## config.mk

```make
export PLATFORM = sky130hd
export DESIGN_NAME = operand_fetch_unit
export DESIGN_NICKNAME = d
export VERILOG_FILES = /design/src/rtl/operand_fetch_unit.sv
export SDC_FILE = /design/constraint.sdc
export NUM_CORES = 1
export LEC_CHECK = 0
export ABC_AREA = 0
export CAP_MARGIN = 10
export CORE_MARGIN = 3
export CORE_UTILIZATION = 44
export DETAILED_ROUTE_END_ITERATION = 7
export PLACE_DENSITY = 0.77
export SYNTH_ARGS = -nofsm -noshare
export SYNTH_HDL_FRONTEND = slang
export SYNTH_SLANG_ARGS = --single-unit
export TNS_END_PERCENT = 30
```

## constraint.sdc

```tcl
create_clock -name clk -period 1.7 [get_ports clk]
set_input_delay 0.255 -clock clk [delete_from_list [all_inputs] [get_ports clk]]
set_output_delay 0.255 -clock clk [all_outputs]
set_load 0.02 [all_outputs]
```

## src/rtl/operand_fetch_unit.sv

```systemverilog
// operand_fetch_unit: multi-byte little-endian read sequencer over a pipelined memory port.
// Build macro PAGE_WRAP_EN enables in-page address wrap when a request sets req_page_wrap.
//
// state | meaning
// IDLE  | waiting for a request, req_ready high
// BUSY  | issuing reads and capturing returns into byte slots
// DONE  | result held on rsp_* until rsp_ready
module operand_fetch_unit #(
  parameter int ADDR_W     = 16,
  parameter int DATA_W     = 8,
  parameter int MAX_BYTES  = 4,
  parameter int RD_LATENCY = 1,
  localparam int LEN_W     = $clog2(MAX_BYTES + 1)
) (
  input  logic                        clk,
  input  logic                        resetn,
  input  logic                        req_valid,
  output logic                        req_ready,
  input  logic [ADDR_W-1:0]           req_addr,
  input  logic [LEN_W-1:0]            req_len,
  input  logic                        req_page_wrap,
  output logic [ADDR_W-1:0]           mem_addr,
  output logic                        mem_rd_en,
  input  logic                        mem_rdy,
  input  logic [DATA_W-1:0]           mem_rd_data,
  output logic                        rsp_valid,
  input  logic                        rsp_ready,
  output logic [MAX_BYTES*DATA_W-1:0] rsp_data,
  output logic [ADDR_W-1:0]           rsp_next_addr,
  output logic                        rsp_page_cross
);

  typedef enum logic [1:0] {IDLE, BUSY, DONE} state_t;

  state_t                        state_q, state_d;
  logic [ADDR_W-1:0]             start_q;
  logic [LEN_W-1:0]              len_q;
  logic                          wrap_q;
  logic [LEN_W-1:0]              iss_cnt;
  logic [LEN_W-1:0]              cap_cnt;
  logic [RD_LATENCY-1:0]         rd_pipe;
  logic [MAX_BYTES*DATA_W-1:0]   data_q;
  logic [ADDR_W-1:0]             next_q;
  logic                          cross_q;

  logic                          wrap_in;
  logic [LEN_W-1:0]              len_in;
  logic                          accept;
  logic                          issue_acc;
  logic                          ret_valid;

  // With wrap set, only the low byte of the address advances (page stays fixed).
  function automatic logic [ADDR_W-1:0] addr_add(input logic [ADDR_W-1:0] base,
                                                 input logic [LEN_W-1:0]  off,
                                                 input logic              wrap);
    logic [ADDR_W-1:0] off_ext;
    logic [ADDR_W-1:0] sum;
    off_ext = ADDR_W'(off);
    sum     = base + off_ext;
    if (wrap) sum = {base[ADDR_W-1:8], sum[7:0]};
    return sum;
  endfunction

`ifdef PAGE_WRAP_EN
  assign wrap_in = req_page_wrap;
`else
  logic page_wrap_unused;
  assign page_wrap_unused = req_page_wrap;
  assign wrap_in          = 1'b0;
`endif

  assign len_in    = (req_len > LEN_W'(MAX_BYTES)) ? LEN_W'(MAX_BYTES) : req_len;
  assign accept    = req_valid && req_ready;
  assign issue_acc = mem_rd_en && mem_rdy;
  assign ret_valid = rd_pipe[RD_LATENCY-1];

  assign mem_addr       = addr_add(start_q, iss_cnt, wrap_q);
  assign rsp_data       = data_q;
  assign rsp_next_addr  = next_q;
  assign rsp_page_cross = cross_q;

  always_ff @(posedge clk or negedge resetn) begin
    if (!resetn) state_q <= IDLE;
    else         state_q <= state_d;
  end

  always_comb begin
    state_d   = state_q;
    req_ready = 1'b0;
    rsp_valid = 1'b0;
    mem_rd_en = 1'b0;
    unique case (state_q)
      IDLE: begin
        req_ready = 1'b1;
        if (req_valid) state_d = BUSY;
      end
      BUSY: begin
        mem_rd_en = (iss_cnt < len_q);
        // cap_cnt is registered, so DONE follows the final capture by one cycle
        if (cap_cnt == len_q) state_d = DONE;
      end
      DONE: begin
        rsp_valid = 1'b1;
        if (rsp_ready) state_d = IDLE;
      end
      default: state_d = IDLE;
    endcase
  end

  always_ff @(posedge clk or negedge resetn) begin
    if (!resetn) begin
      start_q <= '0;
      len_q   <= '0;
      wrap_q  <= 1'b0;
      iss_cnt <= '0;
      cap_cnt <= '0;
      rd_pipe <= '0;
      data_q  <= '0;
      next_q  <= '0;
      cross_q <= 1'b0;
    end else begin
      rd_pipe[0] <= issue_acc;
      for (int i = 1; i < RD_LATENCY; i++) rd_pipe[i] <= rd_pipe[i-1];

      if (accept) begin
        start_q <= req_addr;
        len_q   <= len_in;
        wrap_q  <= wrap_in;
        iss_cnt <= '0;
        cap_cnt <= '0;
        data_q  <= '0;
        cross_q <= 1'b0;
        next_q  <= addr_add(req_addr, len_in, wrap_in);
      end

      if (issue_acc) begin
        iss_cnt <= iss_cnt + 1'b1;
        if (mem_addr[ADDR_W-1:8] != start_q[ADDR_W-1:8]) cross_q <= 1'b1;
      end

      // Returns arrive in issue order, so the capture counter selects the slot.
      if (ret_valid) begin
        for (int i = 0; i < MAX_BYTES; i++) begin
          if (cap_cnt == LEN_W'(i)) data_q[i*DATA_W +: DATA_W] <= mem_rd_data;
        end
        cap_cnt <= cap_cnt + 1'b1;
      end
    end
  end

endmodule

```

==> results.md, run 1 <==
* Status: finished, violations left
* Failing checks: negative setup slack
* Number of max-cap violations at 0
* Drt first pass iters at 4
* HP Class: in2async
* Pin slew with the least headroom to its limit at 463 ps
* Inst Count DP at 641
* Clock network fraction of total power at 13.4%
* PortBufs at 99
* Crit Path Max Fanout at 4
* CTS buffer count at 9
* Register-to-Register Setup Slack at -100 ps
* Post-DP HPWL at 8090 µm
* Unrepaired setup endpoints after global routing: true
* RR Endpoint: rsp_page_cross
* Die height at 98.8 µm
* Wire length on met2 at 5700 µm
* Logic gate share of total power at 55.5%
* Fraction of layout cells with a size suffix above 1 at 28.1%
* WL final at 11,200 µm
* Num rows at 33
* Final hold violations at 0
* Pwr per Cell Area at 1710 nW/µm²
* CP Launch Type: flip-flop
* Starting Density at 45.7%
* Max Slew Vio Count at 0
* Main synth FF type: dfrtp_1
* Syn Area/Cell at 10.0 µm²
* Final Instance Count excl. Fillers at 660
* CTS max path bufs at 2
* #FFs+latches synth at 77
* Seq pwr share at 31.1%
* Post-synthesis sequential area ratio at 50.9%
* Critical path data arrival time at 2090 ps
* Reg2Reg Depth at 8
* Slew HR at 69.1%
* Fill cells at 605
* Ant. Diodes at 0
* Layout Nets at 599
* Sw frac at 41.5%
* TNS Setup at -10,040 ps
* Core area at 8300 µm²
* Seq. cell area at 1930 µm²
* Fmax at 427 MHz
* Vias in the first global route at 3,717
* Final worst slack at -642 ps
* Hold WS at 338 ps
* # DRC at 0
* Area Overhead vs Synth at 54.9%
* EDFF count, synth at 0
* CTS tree: done
* CP endpoint kind: output pin
* Largest net degree at the start of global routing at 39
* Highest routed layer: met4
* Endpoints failing setup at 23
* Mean routed wirelength per cell at 17.0 µm
* Psw at 4.15 mW
* Worst-path clk slew at 90 ps
* Die W at 98.8 µm
* Worst skew pair latency at 350 ps
* Syn Inst Count at 379
* Gp weighted congestion at 0.898
* Synth warn at 0
* Final min period at 2340 ps
* Worst Path Required at 1440 ps
* Routed vias at 3,541
* Setup CP Type: reg2out
* Gr ovfl total at 0
* Internal power at 5.86 mW
* Root buffer cell: clkbuf_8
* Syn Nets at 428
* First-pass GRT wire length at 18,400 µm
* WL met3 at 659 µm
* Initial antenna violation count at 0
* Worst slack at placement at -832 ps
* VDD IR max at 1.08 mV
* DRC violation total after the first TritonRoute iteration at 155
* # clock sinks at 77
* Distinct cell type count after synthesis at 46
* Die area at 9760 µm²
* IO Count at 101
* Post-route ant nets at 0
* Area of the multi-input gates at 1990 µm²
* Leak pwr at 2.74 nW
* Final Total Pwr at 10.0 mW
* WL met1 at 4650 µm
* CTS H-Tree Depth at 3
* Worst r2r src: start_q[1]
* Tcrit/Tclk final at 138%
* GRT Resource Usage Total at 23.5%
* Cell Area, Synth at 3790 µm²
* Fin Clk Skew at 9.82 ps
* Share of synthesized flip-flops with an asynchronous set or reset at 100%
* Vias per Instance at 5.37
[how the worst max path moves through the flow]
stage / end / startpoint / cells past startpoint / slack (ps)
2_1_floorplan: rsp_next_addr[14] / req_len[0] / 8 / -260
3_3_place_gp: rsp_next_addr[14] / req_len[0] / 9 / -770
3_5_place_dp: rsp_next_addr[14] / req_len[0] / 9 / -830
4_1_cts: mem_addr[11] / start_q[1] / 7 / -610
5_1_grt: mem_addr[8] / start_q[0] / 7 / -690
6_report: mem_addr[14] / start_q[1] / 7 / -640
[cells in the final DEF, fill, tap and decap left out, types with 3 or more instances in the layout]
cell,count
o21ai_1,7
buf_4,83
inv_6,4
nand3_2,3
nand3_1,6
mux2i_1,4
clkdlybuf4s50_1,77
and2_1,6
xnor2_2,3
xor2_1,10
a21o_1,4
ha_4,5
nor2_1,13
clkbuf_8,9
a22o_1,24
o21ai_0,22
dfrtp_1,77
dlygate4sd2_1,3
a31oi_1,5
nand4_1,4
ha_1,8
inv_1,13
buf_6,9
nor2_2,4
nand2_1,85
xnor2_1,8
xor2_2,3
[cells in the mapped netlist (2+ instances only)]
library cell | instances | area [µm²]
nand2_1 | 85 | 319
dfrtp_1 | 77 | 1930
o21ai_0 | 29 | 145
a22o_1 | 24 | 210
ha_1 | 14 | 175
nor2_1 | 14 | 52.6
inv_1 | 13 | 48.8
xor2_1 | 13 | 114
xnor2_1 | 11 | 96.3
clkbuf_1 | 9 | 33.8
nand3_1 | 9 | 45.0
buf_2 | 8 | 40.0
and2_1 | 6 | 37.5
a21oi_1 | 5 | 25.0
a31oi_1 | 5 | 31.3
a21o_1 | 4 | 30.0
mux2i_1 | 4 | 40.0
nand4_1 | 4 | 25.0
nor3_1 | 4 | 20.0
and3_1 | 3 | 18.8
nor2_2 | 3 | 18.8
nor2b_1 | 3 | 18.8
nor4b_1 | 3 | 26.3
a211oi_1 | 2 | 15.0
fa_1 | 2 | 40.0
nand2b_1 | 2 | 12.5
nor3b_1 | 2 | 15.0
o31ai_1 | 2 | 15.0
or3_1 | 2 | 12.5
[routing by layer]
metal | global-route usage (%) | up-vias
met1 | 29.8 | 1738
met2 | 40.8 | 136
met3 | 3.96 | 22
li1 | - | 1645
met4 | 7.35 | 0
met5 | 0 | -
[metrics by stage]
stage	instance area (µm²)	util, %
final	5870	70.7
after global placement	5530	66.6
after detailed placement	5530	66.6
after CTS	5770	69.5
after global routing	5870	70.7
after floorplan	3890	-
[worst max-delay path, cell delays in order, from the launching register on]
cell and delay [ps]:
dfrtp_1 440, buf_6 150, fa_2 430, a21oi_4 210
nor3_2 90, nand2_1 110, xnor2_2 140, buf_4 180
[state kept, by name, summed over array words and instances, names as in the netlist]
signal and count:
rsp_data 32, rsp_next_addr 16, iss_cnt 3, len_q 3, cap_cnt 3, rsp_page_cross 1, start_q 16, state_q 2
rd_pipe 1
[repair_timing]
item                       4_1_cts  5_1_grt
gates cloned                     0        0
setup buffers                    2        0
resized for setup              111       21
hold buffers                     1        0
setup endpoints to repair       36       32
hold endpoints to repair        23        0
pin swaps                       10        9
[kinds of logic after synthesis]
| group | synth area share (%) |
|---|---|
| buffers and inverters | 3.24 |
| AO/OA/AOI/OAI | 14.5 |
| multiplexers | 1.35 |
| flip-flops | 50.9 |
| AND/OR/NAND/NOR | 18.8 |
| XOR/XNOR | 5.55 |
| adder cells (fa/ha/maj) | 5.68 |
[final cells by class]
class                           count  share of cell area, %
Multi-Input combinational cell    272                   33.9
Sequential cell                    77                   32.8
Timing Repair Buffer              177                   27.0
Tap cell                          105                   2.24
Clock buffer                        9                   2.11
Clock inverter                      7                   1.04
Inverter                           13                  0.832
[power groups by stage]
stage | Sequential [mW] | Clock [mW] | Combinational [mW]
finish | 3.11 | 1.34 | 5.56
global route | 3.20 | 1.45 | 5.96
CTS | 3.09 | 1.36 | 5.40
detailed placement | 3.11 | 0 | 5.35
global placement | 3.08 | 0 | 5.23
floorplan | 3.65 | 0 | 2.13
Note: power is estimated with default switching activity, not from simulation.
==> run 2: changes to the inputs <==
==> constraint.sdc (replaced) <==
create_clock -name clk -period 1.7 [get_ports clk]
set_input_delay 0.255 -clock clk [delete_from_list [all_inputs] [get_ports clk]]
set_output_delay 0.255 -clock clk [all_outputs]
set_load 0.005 [all_outputs]
==> results.md, run 2 (synthesis gave the netlist of run 1 again) <==
* Status: finished, violations left
* Failing checks: negative setup slack
* Pin slew with the least headroom to its limit at 457 ps
* RR Endpoint: rsp_page_cross
* IO Count at 101
* DRC violation total after the first TritonRoute iteration at 156
* Largest register FFs at 32
* Fill cells at 594
* CTS H-Tree Depth at 3
* Die W at 98.8 µm
* Fmax at 417 MHz
* Die height at 98.8 µm
* CP peak stage delay at 430 ps
* # clock sinks at 77
* Tcrit/Tclk final at 141%
* Gp weighted congestion at 0.848
* Area Overhead vs Synth at 55.5%
* Starting Density at 45.7%
* Worst path slowest cell: dfrtp_1
* Inst Count DP at 636
* Setup CP Type: reg2out
* Leak pwr at 2.78 nW
* Pwr per Cell Area at 1550 nW/µm²
* Worst Path Required at 1440 ps
* Endpoints failing setup at 23
* CP Launch Type: flip-flop
* Layout Nets at 602
* Num rows at 33
* PortBufs at 99
* Design Area, Final at 5890 µm²
* Worst r2r src: start_q[0]
* Worst-path clk slew at 90 ps
* Routed vias at 3,542
* Final min period at 2400 ps
* Final hold violations at 0
* Crit Path Max Fanout at 3
* Slew HR at 69.5%
* Final worst slack at -696 ps
* Core area at 8300 µm²
* Gr ovfl total at 0
* TNS Setup at -10,170 ps
* Register-to-Register Setup Slack at 60 ps
* Number of max-cap violations at 0
* Post-route ant nets at 0
* GRT Resource Usage Total at 22.6%
* Worst skew pair latency at 360 ps
* Die area at 9760 µm²
* Root buffer cell: clkbuf_8
* Critical path data arrival time at 2140 ps
* Fraction of layout cells with a size suffix above 1 at 29.9%
* Vias in the first global route at 3,533
* CTS max path bufs at 2
* Commonest non-fill, non-tap cell in the layout: nand2_1
* # DRC at 0
* Vias per Instance at 5.34
* Crit-path cells: ha_4, nor2_4, nor4_4, buf_4, buf_6, and3_4, xor2_1, buf_2
* HP Class: in2async
* VDD IR max at 0.790 mV
* Ant. Diodes at 0
* Max Slew Vio Count at 0
* Commonest cells after routing, fill and taps aside: nand2_1 (83), clkdlybuf4s50_1 (78), dfrtp_1 (75)
* Unrepaired setup endpoints after global routing: true
* Post-DP HPWL at 7550 µm
* Core Util, Final at 71.0%
* CTS buffer count at 9
* Placed cell areas at 5410 µm²
* WL final at 11,000 µm
* CTS tree: done
* Final Instance Count excl. Fillers at 663
* Reg2Reg Depth at 7
* Drt first pass iters at 4
* Fin Clk Skew at 11.4 ps
* Largest net degree at the start of global routing at 46
* Mean routed wirelength per cell at 16.6 µm
* CP endpoint kind: output pin
* Initial antenna violation count at 0
* First-pass GRT wire length at 17,800 µm
-- run 2: changes by cell type in the layout (fill, tap and decap cells not counted), sizes merged --
cell / change
clkdlybuf4s50: +1
buf: +1
dlygate4sd2: +1
inv: -2
clkinv: +2
-- run 2: critical path: cells and delay by family (launching register included) --
| family | cells | cell delay (ps) |
|---|---|---|
| AND/OR/NAND/NOR | 3 | 490 |
| XOR/XNOR | 1 | 130 |
| buffers and inverters | 3 | 420 |
| adder cells (fa/ha/maj) | 1 | 320 |
| flip-flops | 1 | 430 |
-- run 2: how the worst max path moves through the flow --
stage	slack (ps)	endpoint	from
6_report	-700	mem_addr[11]	iss_cnt[2]
4_1_cts	-690	mem_addr[4]	iss_cnt[0]
3_3_place_gp	-820	rsp_next_addr[14]	req_len[2]
5_1_grt	-790	mem_addr[11]	iss_cnt[2]
2_1_floorplan	-240	rsp_next_addr[14]	req_len[0]
3_5_place_dp	-890	rsp_next_addr[14]	req_len[2]
-- run 2: cell type report --
class | instances | area, µm² | share of cell area, %
well taps | 105 | 131 | 2.23
multi-input cells | 272 | 2030 | 34.4
repair buffers | 180 | 1580 | 26.7
clock inverters | 7 | 57.6 | 0.977
flip-flops and latches | 77 | 1930 | 32.7
inverters | 13 | 48.8 | 0.828
clock buffers | 9 | 124 | 2.10
-- run 2: metrics by stage --
| step | worst slack, ps | total power [mW] | hold WS [ps] |
|---|---|---|---|
| final | -696 | 9.15 | 386 |
| after global routing | -789 | 9.73 | 415 |
| after CTS | -694 | 8.91 | 384 |
| after detailed placement | -886 | 7.42 | 240 |
| after global placement | -821 | 7.30 | 235 |
| after floorplan | -242 | 4.77 | -40.6 |
-- run 2: per-layer routing --
metal,global-route usage (%),part of all wire [%],up-vias
met5,0,0,-
met4,6.20,1.3,0
met3,4.10,4.9,14
met2,38.4,50,121
met1,29.8,44,1754
li1,-,-,1653
-- run 2: where the power goes --
part           switching (mW)  internal, mW  leakage, nW
clock                   0.780         0.551       0.0881
combinational            2.07          2.64         1.70
sequential              0.526          2.58        0.993
total                    3.37          5.77         2.78
-- run 2: repair_timing --
item | 4_1_cts | 5_1_grt
pin swaps | 25 | 16
cloned | 0 | 0
hold buffers | 1 | 0
setup buffers | 9 | 2
resized for setup | 99 | 29
setup endpoints to repair | 33 | 42
endpoints found under the hold margin | 32 | 0
